<file path="src/rtl/queue_find_if.sv">
// Request/response bundle between a requester and the queue find sequencer.
// The master side pushes entries and issues searches; the slave side owns storage.
interface queue_find_if #(
  parameter int WIDTH = 64,
  parameter int DEPTH = 8
);
  localparam int CW = $clog2(DEPTH + 1);
  localparam int IW = (DEPTH > 1) ? $clog2(DEPTH) : 1;

  logic             push_valid;
  logic [WIDTH-1:0] push_data;
  logic             push_ready;
  logic             clear;
  logic [CW-1:0]    size;
  logic             req_valid;
  logic [WIDTH-1:0] req_key;
  logic             req_ready;
  logic             rsp_valid;
  logic             rsp_ready;
  logic [CW-1:0]    rsp_count;
  logic             rsp_found;
  logic [IW-1:0]    rsp_first;

  modport master (
    output push_valid, push_data, clear, req_valid, req_key, rsp_ready,
    input  push_ready, size, req_ready, rsp_valid, rsp_count, rsp_found, rsp_first
  );

  modport slave (
    input  push_valid, push_data, clear, req_valid, req_key, rsp_ready,
    output push_ready, size, req_ready, rsp_valid, rsp_count, rsp_found, rsp_first
  );
endinterface

</file>
<file path="src/rtl/queue_find_ctrl.sv">
// Push/search sequencer for a DEPTH-entry queue: scans stored entries one per
// cycle against a key and reports match count, found flag and first match index.
module queue_find_ctrl #(
  parameter int WIDTH = 64,
  parameter int DEPTH = 8
) (
  input  logic           clk,
  input  logic           rst,
  queue_find_if.slave    bus
);
  localparam int CW = $clog2(DEPTH + 1);
  localparam int IW = (DEPTH > 1) ? $clog2(DEPTH) : 1;

  typedef enum logic [1:0] {
    IDLE = 2'd0,
    SCAN = 2'd1,
    DONE = 2'd2
  } state_t;

  state_t           state_r;
  state_t           state_next_s;
  logic [WIDTH-1:0] mem_r [DEPTH];
  logic [WIDTH-1:0] key_r;
  logic [CW-1:0]    size_r;
  logic [CW-1:0]    n_r;
  logic [CW-1:0]    count_r;
  logic [IW-1:0]    idx_r;
  logic [IW-1:0]    first_r;
  logic             found_r;
  logic             valid_r;
  logic             req_ready_s;
  logic             push_ready_s;
  logic             req_accept_s;
  logic             push_accept_s;
  logic             clear_s;
  logic             rsp_take_s;
  logic             hit_s;
  logic             last_s;

  assign hit_s      = (mem_r[idx_r] == key_r);
  assign last_s     = (CW'(idx_r) == (n_r - CW'(1)));
  assign rsp_take_s = valid_r && bus.rsp_ready;

  // State register
  always_ff @(posedge clk) begin
    if (rst) begin
      state_r <= IDLE;
    end else begin
      state_r <= state_next_s;
    end
  end

  // Next-state decode and handshake readiness
  always_comb begin
    state_next_s  = state_r;
    req_ready_s   = 1'b0;
    push_ready_s  = 1'b0;
    req_accept_s  = 1'b0;
    push_accept_s = 1'b0;
    clear_s       = 1'b0;
    case (state_r)
      IDLE: begin
        req_ready_s   = 1'b1;
        clear_s       = bus.clear;
        push_ready_s  = (size_r < CW'(DEPTH)) && !bus.clear;
        push_accept_s = bus.push_valid && push_ready_s;
        req_accept_s  = bus.req_valid;
        if (bus.req_valid) begin
          state_next_s = (size_r != CW'(0)) ? SCAN : DONE;
        end else begin
          state_next_s = IDLE;
        end
      end
      SCAN: begin
        if (last_s) begin
          state_next_s = DONE;
        end else begin
          state_next_s = SCAN;
        end
      end
      DONE: begin
        if (rsp_take_s) begin
          state_next_s = IDLE;
        end else begin
          state_next_s = DONE;
        end
      end
      default: begin
        state_next_s = IDLE;
      end
    endcase
  end

  // Entry storage; push_ready guarantees the write index is in range
  always_ff @(posedge clk) begin
    if (push_accept_s) begin
      mem_r[size_r[IW-1:0]] <= bus.push_data;
    end
  end

  // Occupancy, scan bookkeeping and the registered response stage
  always_ff @(posedge clk) begin
    if (rst) begin
      size_r  <= CW'(0);
      n_r     <= CW'(0);
      key_r   <= WIDTH'(0);
      count_r <= CW'(0);
      found_r <= 1'b0;
      first_r <= IW'(0);
      idx_r   <= IW'(0);
      valid_r <= 1'b0;
    end else begin
      if (clear_s) begin
        size_r <= CW'(0);
      end else if (push_accept_s) begin
        size_r <= size_r + CW'(1);
      end

      // Snapshot uses the pre-push size so a same-cycle push is not scanned
      if (req_accept_s) begin
        key_r   <= bus.req_key;
        n_r     <= size_r;
        count_r <= CW'(0);
        found_r <= 1'b0;
        first_r <= IW'(0);
        idx_r   <= IW'(0);
      end else if (state_r == SCAN) begin
        if (hit_s) begin
          count_r <= count_r + CW'(1);
          if (!found_r) begin
            found_r <= 1'b1;
            first_r <= idx_r;
          end
        end
        if (!last_s) begin
          idx_r <= idx_r + IW'(1);
        end
      end

      // The first DONE cycle settles the result; rsp_valid rises one edge later
      if (state_r == DONE && !valid_r) begin
        valid_r <= 1'b1;
      end else if (rsp_take_s) begin
        valid_r <= 1'b0;
      end
    end
  end

  assign bus.push_ready = push_ready_s;
  assign bus.req_ready  = req_ready_s;
  assign bus.size       = size_r;
  assign bus.rsp_valid  = valid_r;
  assign bus.rsp_count  = count_r;
  assign bus.rsp_found  = found_r;
  assign bus.rsp_first  = first_r;
endmodule

</file>
<file path="src/flat_wrapper.sv">
// flat-port wrapper written by rule: the top's interface ports become plain ports
module queue_find_ctrl_flat 
#(
  parameter int WIDTH = 64,
  parameter int DEPTH = 8
)
  (clk, rst, bus_push_valid, bus_push_data, bus_clear, bus_req_valid, bus_req_key, bus_rsp_ready, bus_push_ready, bus_size, bus_req_ready, bus_rsp_valid, bus_rsp_count, bus_rsp_found, bus_rsp_first);
  queue_find_if #(.WIDTH(WIDTH), .DEPTH(DEPTH)) bus_i ();
  input  logic clk;
  input  logic rst;
  input wire logic [$bits(bus_i.push_valid)-1:0] bus_push_valid;
  input wire logic [$bits(bus_i.push_data)-1:0] bus_push_data;
  input wire logic [$bits(bus_i.clear)-1:0] bus_clear;
  input wire logic [$bits(bus_i.req_valid)-1:0] bus_req_valid;
  input wire logic [$bits(bus_i.req_key)-1:0] bus_req_key;
  input wire logic [$bits(bus_i.rsp_ready)-1:0] bus_rsp_ready;
  output wire logic [$bits(bus_i.push_ready)-1:0] bus_push_ready;
  output wire logic [$bits(bus_i.size)-1:0] bus_size;
  output wire logic [$bits(bus_i.req_ready)-1:0] bus_req_ready;
  output wire logic [$bits(bus_i.rsp_valid)-1:0] bus_rsp_valid;
  output wire logic [$bits(bus_i.rsp_count)-1:0] bus_rsp_count;
  output wire logic [$bits(bus_i.rsp_found)-1:0] bus_rsp_found;
  output wire logic [$bits(bus_i.rsp_first)-1:0] bus_rsp_first;
  assign bus_i.push_valid = bus_push_valid;
  assign bus_i.push_data = bus_push_data;
  assign bus_i.clear = bus_clear;
  assign bus_i.req_valid = bus_req_valid;
  assign bus_i.req_key = bus_req_key;
  assign bus_i.rsp_ready = bus_rsp_ready;
  assign bus_push_ready = bus_i.push_ready;
  assign bus_size = bus_i.size;
  assign bus_req_ready = bus_i.req_ready;
  assign bus_rsp_valid = bus_i.rsp_valid;
  assign bus_rsp_count = bus_i.rsp_count;
  assign bus_rsp_found = bus_i.rsp_found;
  assign bus_rsp_first = bus_i.rsp_first;
  queue_find_ctrl #(.WIDTH(WIDTH), .DEPTH(DEPTH)) u_core (.clk(clk), .rst(rst), .bus(bus_i));
endmodule
</file>
<file path="config.mk">
export PLATFORM = sky130hd
export DESIGN_NAME = queue_find_ctrl_flat
export DESIGN_NICKNAME = d
export VERILOG_FILES = /design/src/rtl/queue_find_if.sv /design/src/rtl/queue_find_ctrl.sv /design/src/flat_wrapper.sv
export SDC_FILE = /design/constraint.sdc
export NUM_CORES = 1
export LEC_CHECK = 0
export CAP_MARGIN = 20
export CORE_MARGIN = 3
export CORE_UTILIZATION = 30
export CTS_BUF_LIST = sky130_fd_sc_hd__clkbuf_2 sky130_fd_sc_hd__clkbuf_4 sky130_fd_sc_hd__clkbuf_8
export DETAILED_ROUTE_END_ITERATION = 7
export DONT_BUFFER_PORTS = 1
export PLACE_DENSITY = 0.47
export SLEW_MARGIN = 20
export SYNTH_ARGS = -nofsm -noshare
export SYNTH_HDL_FRONTEND = slang
export SYNTH_SLANG_ARGS = --single-unit
</file>
<file path="constraint.sdc">
create_clock -name clk -period 11.7 [get_ports clk]
set_clock_uncertainty 0.05 [all_clocks]
set_input_delay 1.17 -clock clk [delete_from_list [all_inputs] [get_ports clk]]
set_output_delay 1.17 -clock clk [all_outputs]
set_load 0.05 [all_outputs]
</file>
==> results.toml, run 1 <==
[clocking]
clk_latency_ps = 700
cts_buffers = 102
cts_tree = "done"
path_clk_slew_ps = 60
ctsHoldBuffers = 0
cts.sinks = 601
root_buffer = "clkbuf_8"
cts_buffer_depth = 3
postCtsSetupBuffers = 0
cts_resized = 0
h-tree-depth = 3

[run]
maxCapViolCount = 0

[die]
start_util_pct = 30.4
rows = 102
fp.dieH_um = 287
die_w_um = 287
ioPinCount = 149
die_area_um2 = 82400
core-area_um2 = 77800

[sta]
setup_viol_count_final = 0
max_freq_mhz = 197
tightest_slew_ps = 1090
post-route-period-util_pct = 43.3
period_minus_slack_ps = 5070
hold_viol_final = 0
finalWorstSetupSlack_ps = 6630
timing.hold.ws_ps = 422
setup_tns_ps = 0
max-slew-margin-rel_pct = 27.3
slew_viol_final = 0
rsz0062_at_grt = "false"

[pwr]
vdd_drop_max_mv = 0.0725
power.switching_uw = 963
powerDensity_nw_per_um2 = 164
combinationalPowerShare_pct = 3.1
intPower_mw = 3.47
netSwitchingFraction_pct = 21.7
seqPwrFrac_pct = 53.7
p_total_mw = 4.43
clkPwrFrac_pct = 43.2
p_leak_nw = 8.39

[yosys]
ys_types = 52
synth.net_count = 1502
ys_warn_count = 0
async_flop_share_pct = 0
synth_top_flop_cell = "edfxtp_1"
synth-edff-count = 512
syn_area_per_cell_um2 = 17.4
ys_seq_area_share_pct = 72.4
syn_inst = 1363
syn_area_um2 = 23700
ys_seq_elements = 601

[setup_path]
critPathMaxFanout = 49
startpoint_type = "register"
required_ps = 12200
arrival_ps = 5570
timing_worst_setup_path_type = "register to register"
slowest_stage = "dfxtp_4"
max_stage_delay_ps = 820
cp_cell_sequence = "buf_4 > buf_4 > mux4_2 > mux2i_1 > xnor2_1 > nor4_1 > and3_1 > nand4_1 > o31ai_1 > a21oi_1"
cp_common_cell = "buf_4"
critPathCaptureType = "register"

[placed_design]
port-buffer-count = 0
hpwl_mm = 39.1
gp_congestion = 0.763
dp.cells = 2359
dpl_cell_area_um2 = 24900
dp_slack_ps = 6560

[grt]
grt_pass1_vias = 12900
grt_overflow = 0
grt_use_total_pct = 15.4
use_met2_pct = 24.7
top_usage_layer = "met2"
antenna_found_initial = 1
grt_pass1_wl_mm = 90.9
grt_max_degree = 77
grt_use_met1_pct = 20.2
met3_usage_pct = 4.99

[cells_and_area]
final_util_pct = 34.6
layout.nets = 1562
layout_commonest_cell = "edfxtp_1"
area_growth_pct = 13.8
diodes = 0
finalNonFillerCells = 2545
drive_above_1_share_pct = 20.1
final_area_um2 = 27000
mostFrequentLayoutCells = "edfxtp_1 (512), nand2_1 (170), clkbuf_8 (120)"

[routing]
ant_nets = 0
wirelength_mm = 63.1
vias = 12400
first_pass_iters = 5
routedWlPerCell_um = 24.8
drc = 0
viasPerCell = 4.86
dr.first_iter.drc_count = 743

[min_path]
hp-class = "register to register"

[status]
status = "complete, no violations"
==> cell usage after synthesis (3+ instances only) <==
cell type	number	share of area [%]
buf_4	4	0.13
a22o_1	7	0.26
nor2b_1	5	0.13
a21oi_1	81	1.7
buf_6	15	0.71
nand3_1	18	0.38
nor4_1	9	0.24
nor2_1	28	0.44
and2_1	3	0.079
a31oi_1	5	0.13
mux2i_1	96	4.1
clkbuf_1	26	0.41
mux4_1	16	1.8
buf_1	3	0.048
inv_1	8	0.13
a22oi_1	11	0.35
xor2_1	45	1.7
buf_2	16	0.34
ha_1	5	0.26
o2111ai_1	5	0.18
and4_1	8	0.30
nand2b_1	5	0.13
or3_1	10	0.26
dfxtp_1	89	7.5
nand2_1	171	2.7
edfxtp_1	512	65
o31ai_1	5	0.16
mux4_2	89	8.5
nand4_1	13	0.34
o21ai_0	8	0.17
xnor2_1	11	0.41
and3_1	8	0.21
nor3_1	4	0.084
==> sequential cells by signal, summed over array words and instances, names as in the netlist, named ones only <==
name and flops:
u_core.mem_r 512, u_core.key_r 64, u_core.bus.rsp_count 4, u_core.bus.size 4, u_core.n_r 4, u_core.bus.rsp_first 3
u_core.idx_r 3, u_core.state_r 2, u_core.bus.rsp_found 1, u_core.bus.rsp_valid 1
==> worst max-delay path, delay by kind of cell, from the launching register on <==
family / cells / cell delay [ps]
buf+inv: 2 / 1600
simple gates: 3 / 1040
flops: 1 / 820
mux: 2 / 760
compound gates: 2 / 360
xor+xnor: 1 / 170
==> worst paths after layout <==
| kind | start | to | slack [ps] | cells after the start |
|---|---|---|---|---|
| max | register | u_core.bus.rsp_first[2] | 6630 | 10 |
| min | u_core.key_r[0] | u_core.key_r[0] | 420 | 2 |
| max reg2reg | register | u_core.bus.rsp_first[2] | 6630 | 10 |
| min reg2reg | u_core.key_r[0] | u_core.key_r[0] | 420 | 2 |
==> kinds of logic after synthesis <==
family | synth area share (%)
flops | 72.4
simple gates | 5.85
mux | 14.3
compound gates | 3.30
buf+inv | 1.85
xor+xnor | 2.07
fa+ha+maj | 0.264
==> power by group through the flow <==
stage	registers (mW)	clock network, mW	logic (mW)
final	2.38	1.92	0.137
after global placement	2.42	0	0.136
after CTS	2.38	1.98	0.138
after floorplan	2.41	0	0.0942
after detailed placement	2.42	0	0.137
after global routing	2.38	2.08	0.150
==> final cells by class <==
cell class / instances / area (um^2)
Tap cell: 1040 / 1300
Sequential cell: 601 / 17200
Clock buffer: 156 / 1920
Multi-Input combinational cell: 689 / 6170
Fill cell: 7526 / 50900
Clock inverter: 30 / 188
Inverter: 8 / 30.0
Timing Repair Buffer: 21 / 181
==> per-layer routing <==
metal | share of wire [%] | wire, um
met1 | 43 | 27100
met2 | 48 | 30100
met3 | 7.5 | 4760
met4 | 1.8 | 1140
met5 | 0 | 0
Power figures use the tool's default switching activity.
==> inputs of run 2 (changes only) <==
--- a/config.mk
+++ b/config.mk
@@ -11,7 +11,7 @@
 export CTS_BUF_LIST = sky130_fd_sc_hd__clkbuf_2 sky130_fd_sc_hd__clkbuf_4 sky130_fd_sc_hd__clkbuf_8
 export DETAILED_ROUTE_END_ITERATION = 7
 export DONT_BUFFER_PORTS = 1
-export PLACE_DENSITY = 0.47
+export PLACE_DENSITY = 0.48
 export SLEW_MARGIN = 20
 export SYNTH_ARGS = -nofsm -noshare
 export SYNTH_HDL_FRONTEND = slang
==> constraint.sdc (replaced) <==
create_clock -name clk -period 4.5 [get_ports clk]
set_clock_uncertainty 0.05 [all_clocks]
set_input_delay 0.45 -clock clk [delete_from_list [all_inputs] [get_ports clk]]
set_output_delay 0.45 -clock clk [all_outputs]
set_load 0.05 [all_outputs]
==> run 2 against run 1 <==
Sequential power grew to 2.6 times the previous value. Register-to-register slack worse by 6100 ps. Fmax is 27% higher. Count of clock-buffer cells in the layout is 7 lower. Setup slack worse by 6100 ps. First-iteration DRC count is 43% higher. Die area stayed put. Critical endpoint is now u_core.bus.rsp_first[1]. Largest power group unchanged. Highest routed layer unchanged.
==> results.toml, run 2 (synthesis results as in run 1) <==
[status]
status = "complete, no violations"

[clocking]
path_clk_slew_ps = 60
cts.sinks = 601
cts_buffers = 100
cts_buffer_depth = 3
h-tree-depth = 3
root_buffer = "clkbuf_8"
cts_resized = 0
clk_latency_ps = 690
cts_tree = "done"

[routing]
routedWlPerCell_um = 23.8
drc = 0
dr.first_iter.drc_count = 1064
vias = 13100
first_pass_iters = 5
ant_nets = 0
wirelength_mm = 64.3
viasPerCell = 4.85

[setup_path]
required_ps = 5020
arrival_ps = 4520
timing.critical_path.buf_inv = 1
slowest_stage = "nor4_1"
startpoint_type = "register"
cp_cell_sequence = "buf_12 > mux4_2 > mux2i_1 > xnor2_1 > nor4_1 > and3_1 > nand4_1 > o31ai_1 > a21oi_1"
cp_top_family = "simple AND/OR/NAND/NOR gates"
critPathMaxFanout = 30
critPathCaptureType = "register"
timing_worst_setup_path_type = "register to register"
max_stage_delay_ps = 800

[placed_design]
hpwl_mm = 39.7
port-buffer-count = 0
gp_congestion = 0.791

[cells_and_area]
fillCellCount = 7359
layout_commonest_cell = "edfxtp_1"
multi_input_area_um2 = 6190
mostFrequentLayoutCells = "edfxtp_1 (512), nand2_1 (170), dlygate4sd3_1 (134)"
drive_above_1_share_pct = 19.1
largest_reg_flops = 512
area_growth_pct = 20.4
regArea_um2 = 17200
layout.nets = 1708

[sta]
hold_viol_final = 0
rsz0062_at_grt = "false"
max_freq_mhz = 250
max-slew-margin-rel_pct = 29.6
setup_tns_ps = 0
period_minus_slack_ps = 4000
setup_viol_count_final = 0
post-route-period-util_pct = 88.8
slew_viol_final = 0
tightest_slew_ps = 1050
timing.hold.ws_ps = 55.9

[min_path]
hp-class = "input port to register"

[grt]
grt_max_degree = 76
grt_pass1_vias = 13400
grt_overflow = 0
antenna_found_initial = 10
grt_pass1_wl_mm = 93.0
grt_use_total_pct = 15.5

[pwr]
p_total_mw = 11.7
powerDensity_nw_per_um2 = 409
p_leak_nw = 9.03
vdd_drop_max_mv = 0.197

[die]
start_util_pct = 30.4
die_w_um = 287
die_area_um2 = 82400
core-area_um2 = 77800
rows = 102
ioPinCount = 149
fp.dieH_um = 287

[run]
maxCapViolCount = 0
-- run 2: worst paths after layout --
kind	startpoint	slack, ps	endpoint	cells past startpoint
hold / removal	rst	60	u_core.bus.rsp_valid	2
hold reg to reg	u_core.key_r[12]	420	u_core.key_r[12]	2
setup reg to reg	register	500	u_core.bus.rsp_first[1]	9
setup / recovery	register	500	u_core.bus.rsp_first[1]	9
-- run 2: what timing repair did --
| item | in CTS | in global routing |
|---|---|---|
| hold buffers | 135 | 0 |
| setup buffers | 0 | 0 |
| endpoints found under the setup margin | 0 | 0 |
| hold endpoints to repair | 589 | 0 |
-- run 2: per-stage QoR --
stage | instances | utilization, % | setup slack [ps] | cell area (um^2)
6_report | 2697 | 36.6 | 504 | 28500
4_1_cts | 2691 | 36.6 | 414 | 28500
3_5_place_dp | 2372 | 32.2 | 472 | 25100
3_3_place_gp | 2372 | 32.2 | 388 | 25100
5_1_grt | 2695 | 36.6 | 205 | 28500
2_1_floorplan | 1363 | - | 27.8 | 23800
-- run 2: final cells by class --
class,count,area share [%]
well taps,1040,4.56
diodes,6,0.0526
flip-flops and latches,601,60.2
inverters,8,0.105
clock buffers,149,6.29
clock inverters,35,0.956
repair buffers,169,6.13
multi-input cells,689,21.7
-- run 2: power breakdown --
group	internal, mW	switching, mW	total [mW]
logic	0.202	0.324	0.526
clock network	2.78	2.17	4.96
registers	6.12	0.0638	6.18
-- run 2: per-layer routing --
metal  wire length, um  track usage (%)  share of wire, %  vias to the layer above
li1                  -                -                 -                     5803
met1             29500             22.0                46                     6778
met2             29800             24.5                46                      417
met3              3970             3.46               6.2                       79
met4               974             3.54               1.5                        0
met5                 0                0                 0                        -
